## src/rtl/dm_arb_pkg.sv

```systemverilog
// dm_arb_pkg
// Shared types and constants for the data-memory arbiter and its helpers.
//   state_t       : arbiter sequencing states
//   req_t         : one requester's command (we, be, byte addr, wdata)
//   BE_FULL       : byte-enable pattern for a whole-word store
//   DM_MEM_WORDS  : default number of words in dm
package dm_arb_pkg;

    localparam int DM_MEM_WORDS = 3072;

    localparam logic [3:0] BE_FULL = 4'b1111;

    typedef enum logic [2:0] {
        IDLE,
        READ,
        MERGE,
        WRITE,
        RESP
    } state_t;

    typedef struct packed {
        logic        we;
        logic [3:0]  be;
        logic [31:0] addr;
        logic [31:0] wdata;
    } req_t;

endpackage

```

## src/rtl/dm_byte_merge.sv

```systemverilog
// dm_byte_merge
// Combines an existing memory word with new byte-lane data.
//   old_word : word currently held in memory
//   new_word : byte-lane aligned store data
//   be       : byte enables; lane i taken from new_word when be[i]=1
//   merged   : resulting word to write back
module dm_byte_merge (
    input  logic [31:0] old_word,
    input  logic [31:0] new_word,
    input  logic [3:0]  be,
    output logic [31:0] merged
);

    // Start from the old word and overlay each enabled lane.
    always_comb begin
        merged = old_word;
        for (int i = 0; i < 4; i++) begin
            if (be[i]) begin
                merged[8*i +: 8] = new_word[8*i +: 8];
            end
        end
    end

endmodule

```

## src/rtl/dm_arbiter.sv

```systemverilog
// dm_arbiter
// Shares the word-addressed data memory between the MEM stage (port 0) and
// the debug/loader bridge (port 1). One access in flight, round-robin grant
// on contention, sub-word stores done as read-modify-write.
//   clk, reset                  : clock, synchronous active-low reset
//   reqN_valid/we/be/addr/wdata : request from requester N
//   reqN_ready                  : request accepted this cycle
//   reqN_rvalid/rdata/err       : one-cycle response to requester N
//   mem_addr/we/wdata           : dm word address, write strobe, write data
//   mem_full_addr               : word-aligned byte address for dm trace
//   mem_rdata                   : dm combinational read data
module dm_arbiter
    import dm_arb_pkg::*;
#(
    parameter int MEM_WORDS = DM_MEM_WORDS,
    parameter int AW        = 12
) (
    input  logic          clk,
    input  logic          reset,
    input  logic          req0_valid,
    input  logic          req0_we,
    input  logic [3:0]    req0_be,
    input  logic [31:0]   req0_addr,
    input  logic [31:0]   req0_wdata,
    output logic          req0_ready,
    output logic          req0_rvalid,
    output logic [31:0]   req0_rdata,
    output logic          req0_err,
    input  logic          req1_valid,
    input  logic          req1_we,
    input  logic [3:0]    req1_be,
    input  logic [31:0]   req1_addr,
    input  logic [31:0]   req1_wdata,
    output logic          req1_ready,
    output logic          req1_rvalid,
    output logic [31:0]   req1_rdata,
    output logic          req1_err,
    output logic [AW-1:0] mem_addr,
    output logic          mem_we,
    output logic [31:0]   mem_wdata,
    output logic [31:0]   mem_full_addr,
    input  logic [31:0]   mem_rdata
);

    localparam logic [AW:0] MEM_LIMIT = (AW+1)'(MEM_WORDS);

    state_t        state;
    logic          rr;
    logic          owner;
    logic          lat_we;
    logic [3:0]    lat_be;
    logic [AW-1:0] lat_addr;
    logic [31:0]   lat_data;
    logic          lat_err;

    logic          grant_any;
    logic          grant_sel;
    req_t          in_req;
    logic          in_oor;
    state_t        accept_next;
    logic [31:0]   merged;
    logic          unused_addr_lsbs;

    // Pick the requester to grant and mux its command; the rr pointer only
    // matters when both are asking at once.
    always_comb begin
        grant_any = req0_valid | req1_valid;
        grant_sel = (req0_valid && req1_valid) ? rr : req1_valid;
        if (grant_sel) begin
            in_req.we    = req1_we;
            in_req.be    = req1_be;
            in_req.addr  = req1_addr;
            in_req.wdata = req1_wdata;
        end else begin
            in_req.we    = req0_we;
            in_req.be    = req0_be;
            in_req.addr  = req0_addr;
            in_req.wdata = req0_wdata;
        end
    end

    // Range check plus first state after acceptance. Empty-mask writes and
    // out-of-range requests go straight to the response without touching dm.
    always_comb begin
        in_oor = (in_req.addr[31:AW+2] != '0) ||
                 ({1'b0, in_req.addr[AW+1:2]} >= MEM_LIMIT);
        if (in_oor) begin
            accept_next = RESP;
        end else if (!in_req.we) begin
            accept_next = READ;
        end else if (in_req.be == BE_FULL) begin
            accept_next = WRITE;
        end else if (in_req.be == 4'b0000) begin
            accept_next = RESP;
        end else begin
            accept_next = MERGE;
        end
    end

    assign unused_addr_lsbs = ^in_req.addr[1:0];

    dm_byte_merge u_merge (
        .old_word (mem_rdata),
        .new_word (lat_data),
        .be       (lat_be),
        .merged   (merged)
    );

    // Sequencer. lat_data holds the store data on accept (zero for reads),
    // then the read word or the merged word, so one register feeds both
    // mem_wdata and the response data.
    always_ff @(posedge clk) begin
        if (!reset) begin
            state    <= IDLE;
            rr       <= 1'b0;
            owner    <= 1'b0;
            lat_we   <= 1'b0;
            lat_be   <= 4'b0000;
            lat_addr <= '0;
            lat_data <= 32'h0;
            lat_err  <= 1'b0;
        end else begin
            case (state)
                IDLE: begin
                    if (grant_any) begin
                        owner    <= grant_sel;
                        lat_we   <= in_req.we;
                        lat_be   <= in_req.be;
                        lat_addr <= in_req.addr[AW+1:2];
                        lat_data <= in_req.we ? in_req.wdata : 32'h0;
                        lat_err  <= in_oor;
                        state    <= accept_next;
                    end
                end
                READ: begin
                    lat_data <= mem_rdata;
                    state    <= RESP;
                end
                MERGE: begin
                    lat_data <= merged;
                    state    <= WRITE;
                end
                WRITE: begin
                    state <= RESP;
                end
                RESP: begin
                    rr    <= ~owner;
                    state <= IDLE;
                end
                default: begin
                    state <= IDLE;
                end
            endcase
        end
    end

    // Outputs follow the registered state; everything is forced low while
    // reset is held so nothing leaks out of a half-finished access.
    always_comb begin
        req0_ready  = 1'b0;
        req1_ready  = 1'b0;
        req0_rvalid = 1'b0;
        req1_rvalid = 1'b0;
        req0_rdata  = 32'h0;
        req1_rdata  = 32'h0;
        req0_err    = 1'b0;
        req1_err    = 1'b0;
        mem_addr    = '0;
        mem_we      = 1'b0;
        mem_wdata   = 32'h0;
        if (reset) begin
            req0_ready = (state == IDLE) && grant_any && !grant_sel;
            req1_ready = (state == IDLE) && grant_any && grant_sel;
            case (state)
                READ, MERGE: begin
                    mem_addr = lat_addr;
                end
                WRITE: begin
                    mem_addr  = lat_addr;
                    mem_we    = 1'b1;
                    mem_wdata = lat_data;
                end
                RESP: begin
                    if (owner) begin
                        req1_rvalid = 1'b1;
                        req1_rdata  = lat_we ? 32'h0 : lat_data;
                        req1_err    = lat_err;
                    end else begin
                        req0_rvalid = 1'b1;
                        req0_rdata  = lat_we ? 32'h0 : lat_data;
                        req0_err    = lat_err;
                    end
                end
                default: begin
                end
            endcase
        end
    end

    assign mem_full_addr = {{(30-AW){1'b0}}, mem_addr, 2'b00};

endmodule

```

## config.mk

```make
export PLATFORM = sky130hd
export DESIGN_NAME = dm_arbiter
export DESIGN_NICKNAME = d
export VERILOG_FILES = /design/src/rtl/dm_arb_pkg.sv /design/src/rtl/dm_byte_merge.sv /design/src/rtl/dm_arbiter.sv
export SDC_FILE = /design/constraint.sdc
export NUM_CORES = 1
export LEC_CHECK = 0
export ABC_AREA = 1
export BUFFER_PORTS_ARGS = -buffer_cell sky130_fd_sc_hd__buf_4
export CORE_ASPECT_RATIO = 0.9
export CORE_MARGIN = 4
export CORE_UTILIZATION = 30
export CTS_BUF_LIST = sky130_fd_sc_hd__clkbuf_4 sky130_fd_sc_hd__clkbuf_8
export DETAILED_ROUTE_END_ITERATION = 7
export PLACE_DENSITY = 0.74
export SETUP_SLACK_MARGIN = 0.3
export SLEW_MARGIN = 20
export SYNTH_ARGS = -nofsm -noshare
export SYNTH_HDL_FRONTEND = slang
export SYNTH_SLANG_ARGS = --single-unit
```

## constraint.sdc

```tcl
create_clock -name clk -period 3.85 [get_ports clk]
set_input_delay 0.5775 -clock clk [delete_from_list [all_inputs] [get_ports clk]]
set_output_delay 0.5775 -clock clk [all_outputs]
set_load 0.1 [all_outputs]
```

Yosys cells after proc, flatten, opt, wreduce, memory -nomap -nowiden --
Cells that the tools add are included.
Cells by class: $lt $le $gt $ge 1, equality and inequality tests 10, multiplexer cells 42, bitwise gates (word level) 2, reduce and logical (&&, ||, !) cells 17
Operator list (count):
- $mux W32 | 11
- $pmux W32 S3 | 1
- $mux W69 | 1
- $mux W8 | 4
- $mux W12 | 2
- $reduce_bool A18 Y1 | 1
- $mux W1 | 17
- $mux W3 | 5
- $ge A12 B12 Y1 const B | 1
- $reduce_and A3 Y1 | 4
- $ne A2 B2 Y1 const B | 5
- $pmux W3 S3 | 1
- $eq A3 B2 Y1 const B | 2
- $eq A4 B4 Y1 const B | 1
- $logic_and A1 B1 Y1 | 4
- $logic_not A4 Y1 | 1
- $eq A3 B1 Y1 const B | 1
- $eq A3 B3 Y1 const B | 1
- $logic_not A3 Y1 | 1
- $reduce_bool A3 Y1 | 1
- $reduce_or A3 Y1 | 1
- $reduce_and A2 Y1 | 1
- $reduce_or A2 Y1 | 1
- $logic_not A1 Y1 | 1
- other kinds (3) | 3
Word-level totals: flip-flop bits (word level) 55, bits of input ports 174, output and inout port bits 147, word-level logic and storage cells 83

Logic depth before layout (Yosys ltp) --
depth after elaboration 10, depth in mapped cells 12, gate-level depth less buffers 11

Modules after synthesis --
Synthesis repeated with hierarchy kept, for this count alone.
Unflattened totals: cells, all modules 828, area total of the unflattened synthesis 4672.0 µm²
Modules (own cells, without submodules):
- dm_arbiter | times used 1, cells each 724, area an instance 4251.6 µm², seq. area each 1101.1 µm²
- dm_byte_merge | times used 1, cells each 104, area an instance 420.4 µm², seq. area each 0.0 µm²

Worst setup path before layout --
No wires, ideal clock.
kind input to output, start in reset, end out req1_rdata[22], data arrival time 4.515 ns, required time 3.273 ns, slack -1.242 ns, cell stages on the path 6, path buffers 2, cells stage by stage buf_2 -> nand2_1 -> nor2_1 -> inv_2 -> buf_2 -> nor3_1
On the way: word-level cells in the longest chain between the ends 1
RTL lines:
- start: declaration | line dm_arbiter.sv:19 | input logic reset,
- $mux W32 | line dm_arbiter.sv:171 | if (reset) begin
- end: declaration | line dm_arbiter.sv:36 | output logic [31:0] req1_rdata,
Every way passes these cells.

Worst setup path in the final report --
start in reset, end out mem_wdata[18]
On the way: word-level cells in the longest chain between the ends 1
RTL lines:
- $mux W32 | line dm_arbiter.sv:171
- end: declaration | line dm_arbiter.sv:40 | output logic [31:0] mem_wdata,
Every way passes these cells.

==> impl_metrics.py <==
metrics = {
    "power_and_ir_drop": {
        "p_clk_share_pct": 22.5,
        "ir_drop_mv": 0.1508,
        "power_frac_comb_pct": 39.9,
        "p_leak_nw": 3.624,
        "p_sw_share_pct": 41.55,
        "pwr_density_cell_mw_per_mm2": 244.9,
        "switching_power_w": 0.0007464,
        "power.internal_w": 0.001050,
        "p_seq_share_pct": 37.6,
    },
    "critical_path": {
        "crit_path_max_incr_delay_ns": 0.51,
        "critPathMaxFanout": 17,
        "endpoint_kind": "primary output",
        "cp_slowest_cell": "inv_1",
        "cp_common_cell": "buf_4",
        "worstPathCellList": "buf_4, inv_1, nor2_1, inv_1, nor2_4, inv_2, buf_4, nor2_2, buf_4",
        "critical_path.top_delay_family": "buffers and inverters",
        "setup.worst_path.class": "primary input to primary output",
        "cp.arrival_ns": 2.50,
        "cp.required_ns": 3.27,
        "regToRegSetupSlack_ns": 1.52,
        "path_buf_inv": 6,
        "cp-start-kind": "primary input",
    },
    "logic_synthesis": {
        "synthCells": 729,
        "yosys-top-cells-area": "dfxtp_1 26%, nand2_1 20%, nor2_1 8.0%",
        "synth_area_sq_mm": 0.004234,
        "synth_warnings": 0,
        "yosysUniqueCellTypes": 27,
        "yosysTopAreaCellShare_pct": 26.00,
        "avgSynthCellArea_sq_um": 5.808,
        "netlist.top_cell.by_area": "dfxtp_1",
        "synth-seq-cells": 55,
        "synth.yosys.seq_area_share_pct": 26.00,
    },
    "route": {
        "ant_nets": 0,
        "first_pass_iters": 4,
        "drt_iter0_markers": 280,
        "via_count": 5383,
        "drc": 0,
        "drt_wl_total_microns": 17590,
        "wl_per_cell_microns": 14.97,
        "vias_per_cell": 4.581,
    },
    "global_route": {
        "grt-ovfl-total": 0,
        "grt_first_pass_wirelength_microns": 27010,
        "grt_max_degree": 52,
        "grt_pass1_vias": 5233,
        "antenna_found_initial": 0,
        "grt_use_total_pct": 20.74,
    },
    "cells_and_area": {
        "drive_above_1_share_pct": 45.84,
        "nets": 1159,
        "fill_cells": 1385,
        "area_growth_pct": 73.26,
        "antenna_cells": 0,
        "final_cell_area_sq_mm": 0.007336,
        "post-route-util_pct": 54.09,
    },
    "cts": {
        "ctsLongestPathBuffers": 2,
        "post-cts-setup-buffers": 0,
        "cts_hold_buf": 0,
        "clock_tree.root_cell": "clkbuf_8",
        "numCtsBuffers": 5,
        "cts.clk_slew.worst_paths_ns": 0.12,
        "cts_max_level": 2,
        "cts.repair.resized": 0,
        "cts_sinks": 55,
        "tritoncts": "yes",
        "insertion_delay_ns": 0.32,
    },
    "placed_design": {
        "io_buffers": 296,
        "dpl_cell_area_sq_mm": 0.007219,
        "place_congestion": 0.8790,
        "hpwl_microns": 14090,
    },
    "outcome": {
        "status": "complete, no violations",
    },
    "floorplanning": {
        "core_sq_mm": 0.01356,
        "die_y_microns": 120.7,
        "die_w_microns": 133.2,
        "die-area_sq_mm": 0.01608,
        "boundaryPins": 321,
        "initial_core_util_pct": 31.22,
        "row_count": 40,
    },
    "timing": {
        "hold_viol_final": 0,
        "rsz0062_at_grt": "no",
        "slew_headroom_pct": 48.69,
        "slew_viol_final": 0,
        "finalSetupViolCount": 0,
        "fmax_ghz": 0.3254,
        "period_needed_ns": 3.073,
        "fin_crit_sh_pct": 79.81,
        "finClkSkew_ns": 0.02119,
        "worstMarginPinSlew_ns": 0.7679,
        "final.hold.worst_slack_ns": 0.4518,
        "setup_tns_ns": 0,
    },
    "job": {
        "maxCapViolCount": 0,
    },
    "hold_path": {
        "hp-class": "primary input to register",
    },
}
-- final timing paths --
check               start            end  depth (start not counted)
min          req1_addr[9]    lat_addr[7]                          3
min reg2reg  lat_data[22]   lat_data[22]                          2
max reg2reg            rr   lat_data[14]                          9
max                 reset  mem_wdata[18]                          9
-- final cells by class --
type	instances	area (sq um)	share of cell area, %
clock inverter	3	47.55	0.6481
tap	189	236.5	3.224
multi-input combinational	531	3224	43.95
timing repair buffer	308	2337	31.86
inverter	84	316.6	4.315
sequential	55	1105	15.06
clock buffer	5	68.82	0.9381
-- worst reg2reg max path, stage by stage (launching register included) --
cell	delay, ns
dfxtp_1	0.32
inv_1	0.13
nand2_1	0.16
nand2_2	0.42
o21ai_2	0.20
nor2_4	0.63
nand2_1	0.11
nand3_1	0.13
o211ai_1	0.09
inv_1	0.08
-- synthesized netlist by cell type, drive strengths merged --
cell	number
nand2	223
nor2	97
inv	84
nor3	67
buf	66
dfxtp	55
nand3	45
o211ai	32
o21ai	20
a21oi	14
clkbuf	12
a31oi	8
or2	3
a21boi	1
conb	1
o31ai	1
-- flip-flops by register name (all words and copies together), names as in the netlist --
signal,flops
lat_addr,12
owner,1
lat_we,1
lat_data,32
lat_err,1
lat_be,4
rr,1
state,3
-- kinds of logic (layout without fill, tap and decap cells) --
logic type / count (synthesis) / after routing / share of synthesized area (%)
flip-flops: 55 / 55 / 26.00
other: 1 / 20 / 0.08857
buffers and inverters: 162 / 400 / 18.62
AO/OA/AOI/OAI: 76 / 76 / 11.41
AND/OR/NAND/NOR: 435 / 435 / 43.88
-- power groups by stage --
stage	Clock (W)	Combinational [W]	Sequential, W
detailed placement	0	0.000719	0.000688
floorplan	0	0.000536	0.000657
global placement	0	0.000715	0.000686
global route	0.000438	0.000777	0.000683
finish	0.000405	0.000717	0.000675
CTS	0.000423	0.000721	0.000676
-- layer usage --
| layer | track usage, % | wire, microns |
|---|---|---|
| met5 | 0 | 0 |
| met4 | 4.177 | 220 |
| met2 | 36.96 | 8658 |
| met3 | 4.659 | 1390 |
| met1 | 25.77 | 7316 |
-- stage by stage --
stage	power [W]	cells	setup WS, ns
after CTS	0.001820	1175	0.7509
after global placement	0.001400	1167	0.7665
after detailed placement	0.001408	1167	0.7614
after global routing	0.001898	1175	0.6230
final	0.001796	1175	0.7771
after floorplan	0.001193	748	0.01097
-- cell usage in the layout, fill, tap and decap left out, drive strengths merged --
cell type	instances
nor3	67
conb	20
or2	3
nor2	97
o21ai	20
a21boi	1
inv	84
buf	308
bufinv	1
a21oi	14
clkbuf	5
dfxtp	55
clkinv	2
nand2	223
o31ai	1
o211ai	32
nand3	45
a31oi	8
No activity file was read; power rests on OpenSTA's default activity.
